[src/rtl/reloj_ctrl.sv]
// reloj_ctrl: sequencer for an HH:MM:SS clock built from six external BCD digit counters.
// It provides a 1 Hz prescaler, button edge detectors, a RUN/SET_HR/SET_MIN FSM and registered inc/clr strobes.
module reloj_ctrl #(
  parameter int TICK_DIV = 1000
) (
  input  logic       clk,
  input  logic       rst,
  input  logic       btn_mode,
  input  logic       btn_inc,
  input  logic [3:0] tc,
  input  logic [1:0] h_hi,
  input  logic [3:0] h_lo,
  output logic [5:0] inc,
  output logic [5:0] clr,
  output logic [1:0] mode,
  output logic       blink
);

  localparam int            CW       = (TICK_DIV > 1) ? $clog2(TICK_DIV) : 1;
  localparam logic [CW-1:0] CNT_LAST = CW'(TICK_DIV - 1);
  localparam logic [CW-1:0] CNT_HALF = CW'(TICK_DIV / 2);

  typedef enum logic [1:0] {
    RUN     = 2'b00,
    SET_HR  = 2'b01,
    SET_MIN = 2'b10
  } state_t;

  state_t        state, state_nx;
  logic [CW-1:0] cnt;
  logic [2:0]    mode_sr, inc_sr;  // {prev, sync2, sync1}
  logic          mode_edge, inc_edge, tick, reload, hour_step;
  logic [5:0]    inc_nx, clr_nx;

  assign mode_edge = mode_sr[1] & ~mode_sr[2];
  assign inc_edge  = inc_sr[1] & ~inc_sr[2];
  assign tick      = (cnt == CNT_LAST);

  // NOTE: sequential state uses <= so every flop samples pre-edge values, whatever the statement order.
  always_ff @(posedge clk or posedge rst) begin
    if (rst) begin
      state   <= RUN;
      cnt     <= '0;
      mode_sr <= '0;
      inc_sr  <= '0;
      inc     <= '0;
      clr     <= '0;
    end else begin
      state   <= state_nx;
      mode_sr <= {mode_sr[1:0], btn_mode};
      inc_sr  <= {inc_sr[1:0], btn_inc};
      inc     <= inc_nx;
      clr     <= clr_nx;
      if (reload || tick) cnt <= '0;
      else                cnt <= cnt + CW'(1);
    end
  end

  always_comb begin
    // NOTE: every signal gets a default first, so no path can leave one unassigned and infer a latch.
    state_nx  = state;
    inc_nx    = '0;
    clr_nx    = '0;
    reload    = 1'b0;
    hour_step = 1'b0;
    case (state)
      RUN: begin
        if (tick) begin
          inc_nx[0] = 1'b1;
          inc_nx[1] = tc[0];
          inc_nx[2] = tc[0] & tc[1];
          inc_nx[3] = tc[0] & tc[1] & tc[2];
          hour_step = tc[0] & tc[1] & tc[2] & tc[3];
        end
        if (mode_edge) state_nx = SET_HR;
      end
      SET_HR: begin
        if (mode_edge)     state_nx  = SET_MIN;
        else if (inc_edge) hour_step = 1'b1;
      end
      SET_MIN: begin
        if (mode_edge) begin
          // Returning to RUN restarts the second from 00 with a fresh prescaler period.
          state_nx    = RUN;
          clr_nx[1:0] = 2'b11;
          reload      = 1'b1;
        end else if (inc_edge) begin
          inc_nx[2] = 1'b1;
          inc_nx[3] = tc[2];
        end
      end
      default: state_nx = RUN;
    endcase

    // Hours wrap 23 -> 00 by clearing both digits; otherwise units step and tens follow from 9.
    if (hour_step) begin
      if (h_hi == 2'd2 && h_lo == 4'd3) begin
        clr_nx[5:4] = 2'b11;
      end else begin
        inc_nx[4] = 1'b1;
        inc_nx[5] = (h_lo == 4'd9);
      end
    end
  end

  assign mode  = state;
  assign blink = (state != RUN) && (cnt < CNT_HALF);

endmodule

[config.mk]
export PLATFORM = sky130hd
export DESIGN_NAME = reloj_ctrl
export DESIGN_NICKNAME = d
export VERILOG_FILES = /design/src/rtl/reloj_ctrl.sv
export SDC_FILE = /design/constraint.sdc
export NUM_CORES = 1
export LEC_CHECK = 0
export ABC_AREA = 0
export CAP_MARGIN = 30
export CORE_UTILIZATION = 45
export CTS_BUF_LIST = sky130_fd_sc_hd__clkbuf_4
export DETAILED_ROUTE_END_ITERATION = 6
export GPL_TIMING_DRIVEN = 0
export PLACE_DENSITY_LB_ADDON = 0.1
export SLEW_MARGIN = 20
export SYNTH_ARGS = -nofsm -noshare
export SYNTH_HDL_FRONTEND = slang
export SYNTH_SLANG_ARGS = --single-unit
export TNS_END_PERCENT = 20
[constraint.sdc]
create_clock -name clk -period 1.7 [get_ports clk]
set_clock_uncertainty 0.05 [all_clocks]
set_input_delay 0.51 -clock clk [delete_from_list [all_inputs] [get_ports clk]]
set_output_delay 0.51 -clock clk [all_outputs]
set_load 0.05 [all_outputs]
==> reports/qor.yml <==
outcome:
  outcome: "finished with violations"
  violations: "negative setup slack"
yosys:
  postSynthCellCount: 106
  synth_seq_cells: 26
  synth_most_common_cell: "dfrtp_1"
  synth_top_area_frac: 0.570
  ys_types: 35
  netlist_area_sq_um: 1140
  synth-main-ff-cell: "dfrtp_1"
  ys_seq_area_frac: 0.570
  synth.area.top_cells: "dfrtp_1, nor2_1, nand3_1"
  synth_edf_count: 0
  synth_area_leader_cell: "dfrtp_1"
  synth-async-reset-ratio: 1.00
  synth_common_cells: "dfrtp_1, nor2_1, nand2_1"
  avgSynthCellArea_sq_um: 10.8
  yosys_warnings: 0
cts:
  cts_buffer_depth: 2
  cts_tree: "yes"
  cts_buffers: 3
  clk_pin_slew_worst_paths_ns: 0.14
  clock_sinks: 26
  clock_latency_ns: 0.32
  cts-root-buf: "clkbuf_4"
  htreeDepth: 1
timing:
  rsz0062_at_grt: "true"
  max_freq_mhz: 524
  worst_pin_slew_ns: 0.517
  postLayoutSetupSlackWorst_ns: -0.208
  setup-tns-final_ns: -0.405
  maxSlewViolCount: 0
  whs_ns: 0.312
  fin_crit_sh: 1.12
  setup_viol: 3
  final-hold-violation-count: 0
  timing.final.crit_period_ns: 1.91
  slew_headroom: 0.655
route:
  first_iter_violations: 15
  drc: 0
  wl_per_cell_microns: 13.2
  vias_per_cell: 5.31
  vias: 908
  dr.pass1.iters: 4
  postRouteAntennaNets: 0
  wl_microns: 2250
power:
  combPwrFrac: 0.421
  switchingPower_uw: 779
  cellInternalPower_mw: 1.20
  power_density_nw_per_um2: 1250
  p_sw_frac: 0.394
  p_leak_nw: 0.709
  ir_drop_v: 0.000970
  p_seq_frac: 0.445
  clkPwrFrac: 0.134
grt:
  grt_pass1_vias: 854
  grt_max_degree: 17
  grt_pass1_wl_microns: 3750
  antenna_found_initial: 0
  grt_remaining_overflow: 0
  track_usage: 0.188
floorplanning:
  num_io_pins: 29
  start_util: 0.497
  fp.dieW_microns: 52.4
  die_height_microns: 52.4
  dieArea_sq_um: 2740
  row_count: 17
  core-area_sq_um: 2300
critical_path:
  rr_startpoint: "cnt[3]"
  timing_worst_setup_path_type: "reg2out"
  r2r_slack_ns: -0.16
  worstPathRequired_ns: 1.14
  endpoint_kind: "output pin"
  rr_endpoint: "inc[5]"
  crit_chain: "and3_4 > o2111a_2 > nor3_4 > buf_6"
  cpMaxStageDelayCell: "dfrtp_1"
  slowest_delay_ns: 0.41
  worst_r2r_path_depth: 5
  critPathMaxFanout: 2
  startpoint: "cnt[6]"
  cp-start-kind: "flop"
  worstPathArrival_ns: 1.35
worst_hold_path:
  holdPathStages: 0
  min_to: "mode_sr[1]"
  min_path_type: "reg2reg"
  min_from: "mode_sr[0]"
flow_run:
  max-cap-violations: 0
place:
  detailed_place_hpwl_microns: 1670
  place_congestion: 0.821
  port_buffers: 26
layout:
  drive_gt1_frac: 0.287
  antenna_cells: 0
  syn_to_final_growth_pct: 38.8
  finalNetCount: 159
==> cell usage in the layout (no fill, tap or decap), drive strengths merged, types with 4 or more instances in the layout <==
| master | instances |
|---|---|
| clkdlybuf4s15 | 9 |
| nand2 | 7 |
| nor2b | 4 |
| dfrtp | 26 |
| nand3 | 6 |
| buf | 14 |
| nor2 | 11 |
| a21oi | 4 |
| clkbuf | 6 |
| clkdlybuf4s50 | 13 |
==> power groups by stage <==
stage	combinational, mW	clock (mW)	sequential (mW)
2_1_floorplan	0.468	0	0.955
3_3_place_gp	0.723	0	0.887
3_5_place_dp	0.750	0	0.898
4_1_cts	0.825	0.277	0.874
5_1_grt	0.914	0.298	0.901
6_report	0.833	0.266	0.882
==> cell type report <==
cell class | count | area [sq um]
fill | 183 | 712
sequential | 26 | 657
inverter | 2 | 7.51
tap | 28 | 35.0
timing repair buffer | 33 | 335
clock buffer | 3 | 22.5
multi-input combinational | 72 | 475
clock inverter | 1 | 3.75
buffer | 6 | 48.8
==> metal layers <==
metal  GRT usage  wire length [microns]
met4      0.0658                     14
met3      0.0290                    157
met1       0.264                    981
met5           0                      0
met2       0.295                   1100
==> logic make-up after synthesis <==
kind of cell / after synthesis / share of synthesized area
AND/OR/NAND/NOR: 48 / 0.244
flip-flops: 26 / 0.570
AO/OA/AOI/OAI: 16 / 0.0909
buffers and inverters: 9 / 0.0427
XOR/XNOR: 5 / 0.0383
adder cells (fa/ha/maj): 1 / 0.0110
other: 1 / 0.00328
==> worst max-delay path: cells and delay by family, from the launching register on <==
family / cells / cell delay (ns)
AO/OA/AOI/OAI: 1 / 0.14
buffers and inverters: 1 / 0.17
flip-flops: 1 / 0.41
AND/OR/NAND/NOR: 2 / 0.30
==> stage by stage <==
stage                util  std cells  area, sq um  worst slack, ns  total power [mW]
finish              0.690        171         1590           -0.208              1.98
global route        0.690        171         1590           -0.273              2.11
CTS                 0.684        171         1570           -0.231              1.98
detailed placement  0.653        162         1500           -0.589              1.65
global placement    0.641        161         1470           -0.579              1.61
floorplan               -        107         1180          -0.0378              1.42
==> how the worst max path moves through the flow <==
stage / cells after the start / end
detailed placement: 3 / blink
global route: 4 / blink
CTS: 4 / blink
global placement: 4 / blink
floorplan: 3 / blink
finish: 4 / blink
==> sequential cells by signal, summed over array words and instances, names as in the netlist <==
name / count
clr: 2
cnt: 10
inc: 6
inc_sr: 3
mode: 2
mode_sr: 3
==> what timing repair did <==
action,CTS,global route
pin swaps,2,0
endpoints found under the setup margin,16,5
hold buffers,0,0
endpoints found under the hold margin,0,0
gates resized for setup,49,4
setup buffers,6,0
Power figures use the tool's default switching activity.
